[config.mk]
export PLATFORM = sky130hd
export DESIGN_NAME = led_blinker_multi
export DESIGN_NICKNAME = d
export VERILOG_FILES = /design/src/rtl/led_blinker_multi.sv
export SDC_FILE = /design/constraint.sdc
export NUM_CORES = 1
export LEC_CHECK = 0
export ABC_AREA = 1
export BUFFER_PORTS_ARGS = -buffer_cell sky130_fd_sc_hd__buf_2
export CAP_MARGIN = 20
export CORE_MARGIN = 10
export CORE_UTILIZATION = 30
export CTS_BUF_LIST = sky130_fd_sc_hd__clkbuf_4 sky130_fd_sc_hd__clkbuf_8
export DETAILED_ROUTE_END_ITERATION = 7
export PLACE_DENSITY = 0.52
export SYNTH_ARGS = -nofsm -noshare
export SYNTH_HDL_FRONTEND = slang
export SYNTH_SLANG_ARGS = --single-unit
export TNS_END_PERCENT = 1
[constraint.sdc]
create_clock -name clk -period 3.3 [get_ports clk]
set_input_delay 0.33 -clock clk [delete_from_list [all_inputs] [get_ports clk]]
set_output_delay 0.33 -clock clk [all_outputs]
set_load 0.005 [all_outputs]
[src/rtl/led_blinker_multi.sv]
// Multi-channel LED driver: shared prescaler timebase and PWM counter, with
// per-channel off / on / blink / PWM modes and a global phase-realign strobe.
module led_blinker_multi #(
  parameter int unsigned CHANNELS = 4,
  parameter int unsigned PRESCALE = 50000,
  parameter int unsigned DIV_W    = 8,
  localparam int unsigned CH_W    = (CHANNELS > 1) ? $clog2(CHANNELS) : 1
) (
  input  logic                clk,
  input  logic                rst,
  input  logic                cfg_we,
  input  logic [CH_W-1:0]     cfg_ch,
  input  logic [1:0]          cfg_mode,
  input  logic [DIV_W-1:0]    cfg_val,
  input  logic                sync_i,
  output logic                tick_o,
  output logic [CHANNELS-1:0] led_o
);

  localparam int unsigned PRE_W = $clog2(PRESCALE);
  localparam logic [PRE_W-1:0] PRE_MAX = PRE_W'(PRESCALE - 1);

  localparam logic [1:0] MODE_OFF   = 2'b00;
  localparam logic [1:0] MODE_ON    = 2'b01;
  localparam logic [1:0] MODE_BLINK = 2'b10;
  localparam logic [1:0] MODE_PWM   = 2'b11;

  logic [PRE_W-1:0] pre_cnt_q, pre_cnt_d;
  logic [DIV_W-1:0] pwm_cnt_q, pwm_cnt_d;
  logic             tick_q, tick_now;

  logic [CHANNELS-1:0][1:0]       mode_q, mode_d;
  logic [CHANNELS-1:0][DIV_W-1:0] val_q, val_d;
  logic [CHANNELS-1:0][DIV_W-1:0] phase_q, phase_d;
  logic [CHANNELS-1:0]            blink_q, blink_d;
  logic [CHANNELS-1:0]            led_q, led_d;

  // Next-state for the shared timebase, channel state and LED drive.
  always_comb begin
    // Internal tick: the prescaler wrap cycle, suppressed when sync realigns it.
    tick_now  = (pre_cnt_q == PRE_MAX) && !sync_i;
    pre_cnt_d = (sync_i || (pre_cnt_q == PRE_MAX)) ? '0 : pre_cnt_q + PRE_W'(1);
    pwm_cnt_d = sync_i ? '0 : pwm_cnt_q + DIV_W'(1);

    mode_d  = mode_q;
    val_d   = val_q;
    phase_d = phase_q;
    blink_d = blink_q;
    led_d   = '0;

    for (int unsigned i = 0; i < CHANNELS; i++) begin
      unique case (mode_q[i])
        MODE_OFF:   led_d[i] = 1'b0;
        MODE_ON:    led_d[i] = 1'b1;
        MODE_BLINK: led_d[i] = blink_q[i];
        MODE_PWM:   led_d[i] = (pwm_cnt_q < val_q[i]);
        default:    led_d[i] = 1'b0;
      endcase

      if ((mode_q[i] == MODE_BLINK) && tick_now) begin
        if (phase_q[i] == val_q[i]) begin
          phase_d[i] = '0;
          blink_d[i] = ~blink_q[i];
        end else begin
          phase_d[i] = phase_q[i] + DIV_W'(1);
        end
      end

      if (sync_i) begin
        phase_d[i] = '0;
        blink_d[i] = 1'b1;
      end

      // A write overrides any toggle landing on the same edge; out-of-range
      // indices never match a channel and so have no effect.
      if (cfg_we && (32'(cfg_ch) == i)) begin
        mode_d[i]  = cfg_mode;
        val_d[i]   = cfg_val;
        phase_d[i] = '0;
        blink_d[i] = 1'b1;
      end
    end
  end

  // State registers with asynchronous active-high reset.
  always_ff @(posedge clk or posedge rst) begin
    if (rst) begin
      pre_cnt_q <= '0;
      pwm_cnt_q <= '0;
      tick_q    <= 1'b0;
      mode_q    <= '0;
      val_q     <= '0;
      phase_q   <= '0;
      blink_q   <= '1;
      led_q     <= '0;
    end else begin
      pre_cnt_q <= pre_cnt_d;
      pwm_cnt_q <= pwm_cnt_d;
      tick_q    <= tick_now;
      mode_q    <= mode_d;
      val_q     <= val_d;
      phase_q   <= phase_d;
      blink_q   <= blink_d;
      led_q     <= led_d;
    end
  end

  assign tick_o = tick_q;
  assign led_o  = led_q;

endmodule
# Word-level counts from Yosys, hierarchy flattened

Cells that the tools add are included.

Bits in registers: 105
Bits of input ports: 16
Output and inout bits: 5
Word-level logic and storage cells: 120

Add/sub/neg operators: 6
Magnitude comparators: 4
Equal/unequal tests: 20
Multiplexer cells: 38
Bitwise operators: 4
Reduce and logical (&&, ||, !) cells: 28

Operator list:

| operator                | count |
|---|---|
| $mux W8                 | 17 |
| $add A8 B1 Y8 const B   | 5 |
| $eq A8 B8 Y1            | 4 |
| $lt A8 B8 Y1            | 4 |
| $reduce_bool A3 Y1      | 8 |
| $eq A2 B2 Y1 const B    | 10 |
| $add A16 B1 Y16 const B | 1 |
| $eq A16 B16 Y1 const B  | 1 |
| $mux W1                 | 16 |
| $mux W16                | 1 |
| $pmux W1 S4             | 4 |
| $eq A2 B1 Y1 const B    | 5 |
| $logic_not A2 Y1        | 5 |
| $logic_and A1 B1 Y1     | 9 |
| $reduce_and A2 Y1       | 4 |
| $not A1 Y1              | 4 |
| $logic_not A1 Y1        | 1 |
| $logic_or A1 B1 Y1      | 1 |

# Depth between registers and ports, before layout

Depth after elaboration: 6
Gate-level depth with buffers: 11
Depth with buffers taken out: 10

# Worst setup path before layout

Ideal clock, no wire load.

Path kind: reg2reg
From: register pre_cnt_q[0]
To: register phase_q[15] (netlist bit)
Library setup time: 0.117 ns
Data arrival time: 1.358 ns
Data required time: 3.183 ns
Setup slack: 1.825 ns
Stages on the path, launching flop included: 10
Path buffers: 1
Clock period less this slack: 1.475 ns
Cells stage by stage: dfrtp_1 ha_1 nand3_2 nor2_4 nand3_2 nand2_4 buf_6 nand3_1 nand2_1 nor2_1

Word-level cells in the longest chain between the ends: 4

Ends and longest elaborated chain:

| what                                | RTL line | RTL |
|---|---|---|
| from (decl)                         | 28       | `logic [PRE_W-1:0] pre_cnt_q, pre_cnt_d;` |
| from (signal assigned)              | 97       | `pre_cnt_q <= pre_cnt_d;` |
| $eq A16 B16 Y1                      | 41       | `tick_now = (pre_cnt_q == PRE_MAX) && !sync_i;` |
| $logic_and A1 B1 Y1                 | 41       |  |
| $logic_and A1 B1 Y1                 | 60       | `if ((mode_q[i] == MODE_BLINK) && tick_now) begin` |
| $reduce_bool A3 Y1 (no source line) | -        |  |
| to (signal assigned)                | 102      | `phase_q <= phase_d;` |
| to (decl)                           | 34       | `logic [CHANNELS-1:0][DIV_W-1:0] phase_q, phase_d;` |

Every way passes these cells.
A chain may end at the register's enable or synchronous reset.

# Worst setup path in the final report

From: register pre_cnt_q[0]
To: register phase_q[30] (netlist bit)

The elaborated chain is that of the path after synthesis.

==> summary.txt <==
Setup path
  • Crit path cell chain: ha_1, nand3_2, nor2_4, nand3_2, nand2_4, nand2_1, nand2_1, nor2_1
  • Critical path type: flip-flop to flip-flop
  • Setup crit end kind: flip-flop
  • CP Max Fanout: 15
  • Startpoint types: flip-flop
  • CP max-delay cell: dfrtp_1
  • Worst path arrival time: 2.11 ns
  • Max stage delay on crit path: 0.39 ns
  • CP delay by family, top: simple AND/OR/NAND/NOR gates
  • Crit path buf inv count: 0
  • Worst Path Required: 3.59 ns

Timing
  • Period utilisation layout: 0.552
  • Maximum clock rate: 549 MHz
  • Setup Skew: 0.00677 ns
  • RSZ-0062 raised after global routing: no
  • Setup TNS: 0 ns
  • Hold Violations, Final: 0
  • Least-Margin Pin Slew: 0.510 ns
  • Fin. max-slew vios: 0
  • Setup-failing EPs final: 0
  • Slew headroom: 0.660
  • Post-route minimum period: 1.82 ns

Clock network
  • Clock transition at path regs: 0.10 ns
  • CTS H-tree lvls: 3
  • Cts repair resizes: 0
  • Clock root cell: clkbuf_8
  • Post-CTS setup buffer count: 0
  • # clock sinks: 105
  • Num CTS Buffers: 9
  • TritonCTS clock tree: yes
  • Max Buffers Root-to-Sink: 2
  • Clock Latency Late Sink: 0.39 ns

Layout
  • Share of cells above drive strength 1: 0.105
  • Synthesis-to-layout area growth: 10.1%
  • Final #Nets: 881
  • Final Non-Filler Cells: 1106
  • Inserted Diodes: 0
  • Fin area: 6740 µm²

Synth
  • Post-synthesis cell type count: 31
  • Area contributors post-synth: dfrtp_1, nand2_1, ha_1
  • Synth top area share: 0.413
  • Sequential-to-total area share from yosys stat: 0.430
  • Largest area contributor in the netlist: dfrtp_1
  • Yosys warns: 0
  • Net Count, Synth: 855
  • Synth Flop Type: dfrtp_1
  • Number of flops mapped to enable cells by yosys: 0
  • FFs w/ async S/R, synth: 1.00
  • Mapped Cells: 805
  • Synth Area per Inst: 7.60 µm²
  • Mapped Area: 6120 µm²
  • Synthesis-stage register bit count: 105

Floorplanning
  • Die Y: 163 µm
  • # IOs: 21
  • Starting Density: 0.303
  • Core area: 20200 µm²
  • Rows: 52
  • Die Span X: 163 µm
  • Die area: 26500 µm²

GRT
  • Vias in the first global route: 4810
  • Largest net degree at the start of global routing: 44
  • Gr ovfl total: 0
  • Global-route wire length before repair: 24200 µm
  • Initial antenna violation count: 0
  • Overall global routing resource usage: 0.113

Placement
  • GPL Wtd Cong: 0.807
  • Cells after DPL: 1089
  • PortBufs: 20
  • Area after DPL: 6530 µm²
  • DPL Wire Length: 10500 µm

Detailed routing
  • Number of routed nets with antenna violations: 0
  • Routed WL: 14300 µm
  • DRC: 0
  • Drt wl/cell: 12.9 µm
  • Initial drt markers: 268
  • Via count: 4909
  • Drt pass-1 iters: 4
  • Via density per instance: 4.44

Run status
  • Status: complete, no violations

Job
  • Max-cap violations: 0

Power
  • Pwr/cell area: 416 nW/µm²
  • Maximum vdd ir drop: 0.000246 V
  • Pleak: 0.00340 µW

Hold path
  • HP Class: primary input to flip-flop
-- state kept, by name (all words and copies together), names as in the netlist --
register	flops
phase_q	32
val_q	32
pre_cnt_q	16
mode_q	8
pwm_cnt_q	8
blink_q	4
led_o	4
tick_o	1
-- logic make-up after synthesis --
kind of cell             after synthesis  share of synthesized area
AND/OR/NAND/NOR                      426                      0.302
flip-flops                           105                      0.430
AO/OA/AOI/OAI                        101                     0.0920
XOR/XNOR                              16                     0.0229
buffers and inverters                123                     0.0834
adder cells (fa/ha/maj)               34                     0.0695
-- Yosys cell counts, types with 6 or more instances --
cell type / number
nor3_1: 9
dfrtp_1: 101
a21oi_2: 11
inv_1: 107
ha_1: 34
xnor2_1: 14
nand2_1: 243
nand3_2: 11
clkbuf_1: 7
o21ai_0: 45
a21oi_1: 35
nor2_1: 91
nand3_1: 51
nand4_1: 6
-- metrics by stage --
step / util / setup slack [ns] / total power (µW) / hold slack, ns
finish: 0.334 / 1.48 / 2810 / 0.246
detailed placement: 0.324 / 1.46 / 1980 / 0.407
floorplan: - / 0.216 / 1840 / 0.391
CTS: 0.334 / 1.45 / 2860 / 0.241
global route: 0.334 / 1.27 / 3000 / 0.245
global placement: 0.324 / 1.49 / 1980 / 0.405
-- per-layer routing --
| layer | vias up | global-route usage | wire, µm | share of wire |
|---|---|---|---|---|
| met5 | - | 0 | 0 | 0 |
| met4 | 0 | 0.0291 | 162 | 0.011 |
| met3 | 11 | 0.0255 | 635 | 0.044 |
| met2 | 62 | 0.177 | 6400 | 0.45 |
| met1 | 2241 | 0.153 | 7120 | 0.50 |
| li1 | 2595 | - | - | - |
-- worst paths after layout --
kind                         startpoint           end  slack, ns  cells past startpoint
min reg2reg                pre_cnt_q[0]  pre_cnt_q[0]       0.48                      1
max                        pre_cnt_q[0]   phase_q[30]       1.48                      8
min                         cfg_mode[1]     mode_q[5]       0.25                      3
min in group asynchronous           rst    phase_q[8]       0.52                      3
max reg2reg                pre_cnt_q[0]   phase_q[30]       1.48                      8
max in group asynchronous           rst    blink_q[1]       1.98                      4
-- where the power goes --
part / internal (µW) / switching (µW)
Clock: 396 / 459
Combinational: 172 / 300
Sequential: 1400 / 76.1
-- final cells by class --
type / instances / area (µm²)
tap: 270 / 338
clock buffer: 13 / 160
clock inverter: 3 / 40.0
inverter: 111 / 419
fill: 2229 / 13400
sequential: 105 / 2630
multi-input combinational: 577 / 2980
timing repair buffer: 27 / 168
-- worst reg2reg max path: cells and delay by family, from the launching register on --
family / cells / cell delay (ns)
and+or+nand+nor: 7 / 1.12
DFF: 1 / 0.39
adders and majority gates: 1 / 0.23
-- cells in the final DEF (no fill, tap or decap) --
cell type,Yosys,layout
nor3_1,9,9
inv_2,4,4
xnor2_1,14,14
buf_2,1,20
o21a_1,4,4
nand4_1,6,6
nor2_2,4,4
a21oi_2,11,11
dfrtp_1,101,101
ha_1,34,34
clkbuf_4,0,3
a31oi_1,1,1
nand3_1,51,51
nand3_2,11,11
bufinv_16,0,1
inv_1,107,106
nand2_1,243,243
o22ai_1,4,4
o21ai_0,45,45
xor2_1,2,2
dlygate4sd3_1,0,1
clkbuf_8,0,10
dfstp_2,4,4
o21ai_1,1,1
nor2_1,91,91
nor2_8,1,1
nand2_4,4,4
nor3b_2,1,2
buf_4,0,5
a21oi_1,35,35
nand2_2,2,2
buf_12,2,1
clkinv_2,0,2
nor2_4,2,2
inv_4,0,1
-- timing repair --
action / CTS / global route
hold endpoints to repair: 34 / 0
setup endpoints to repair: 0 / 0
hold buffers: 1 / 0
(Power assumes the default switching activity.)
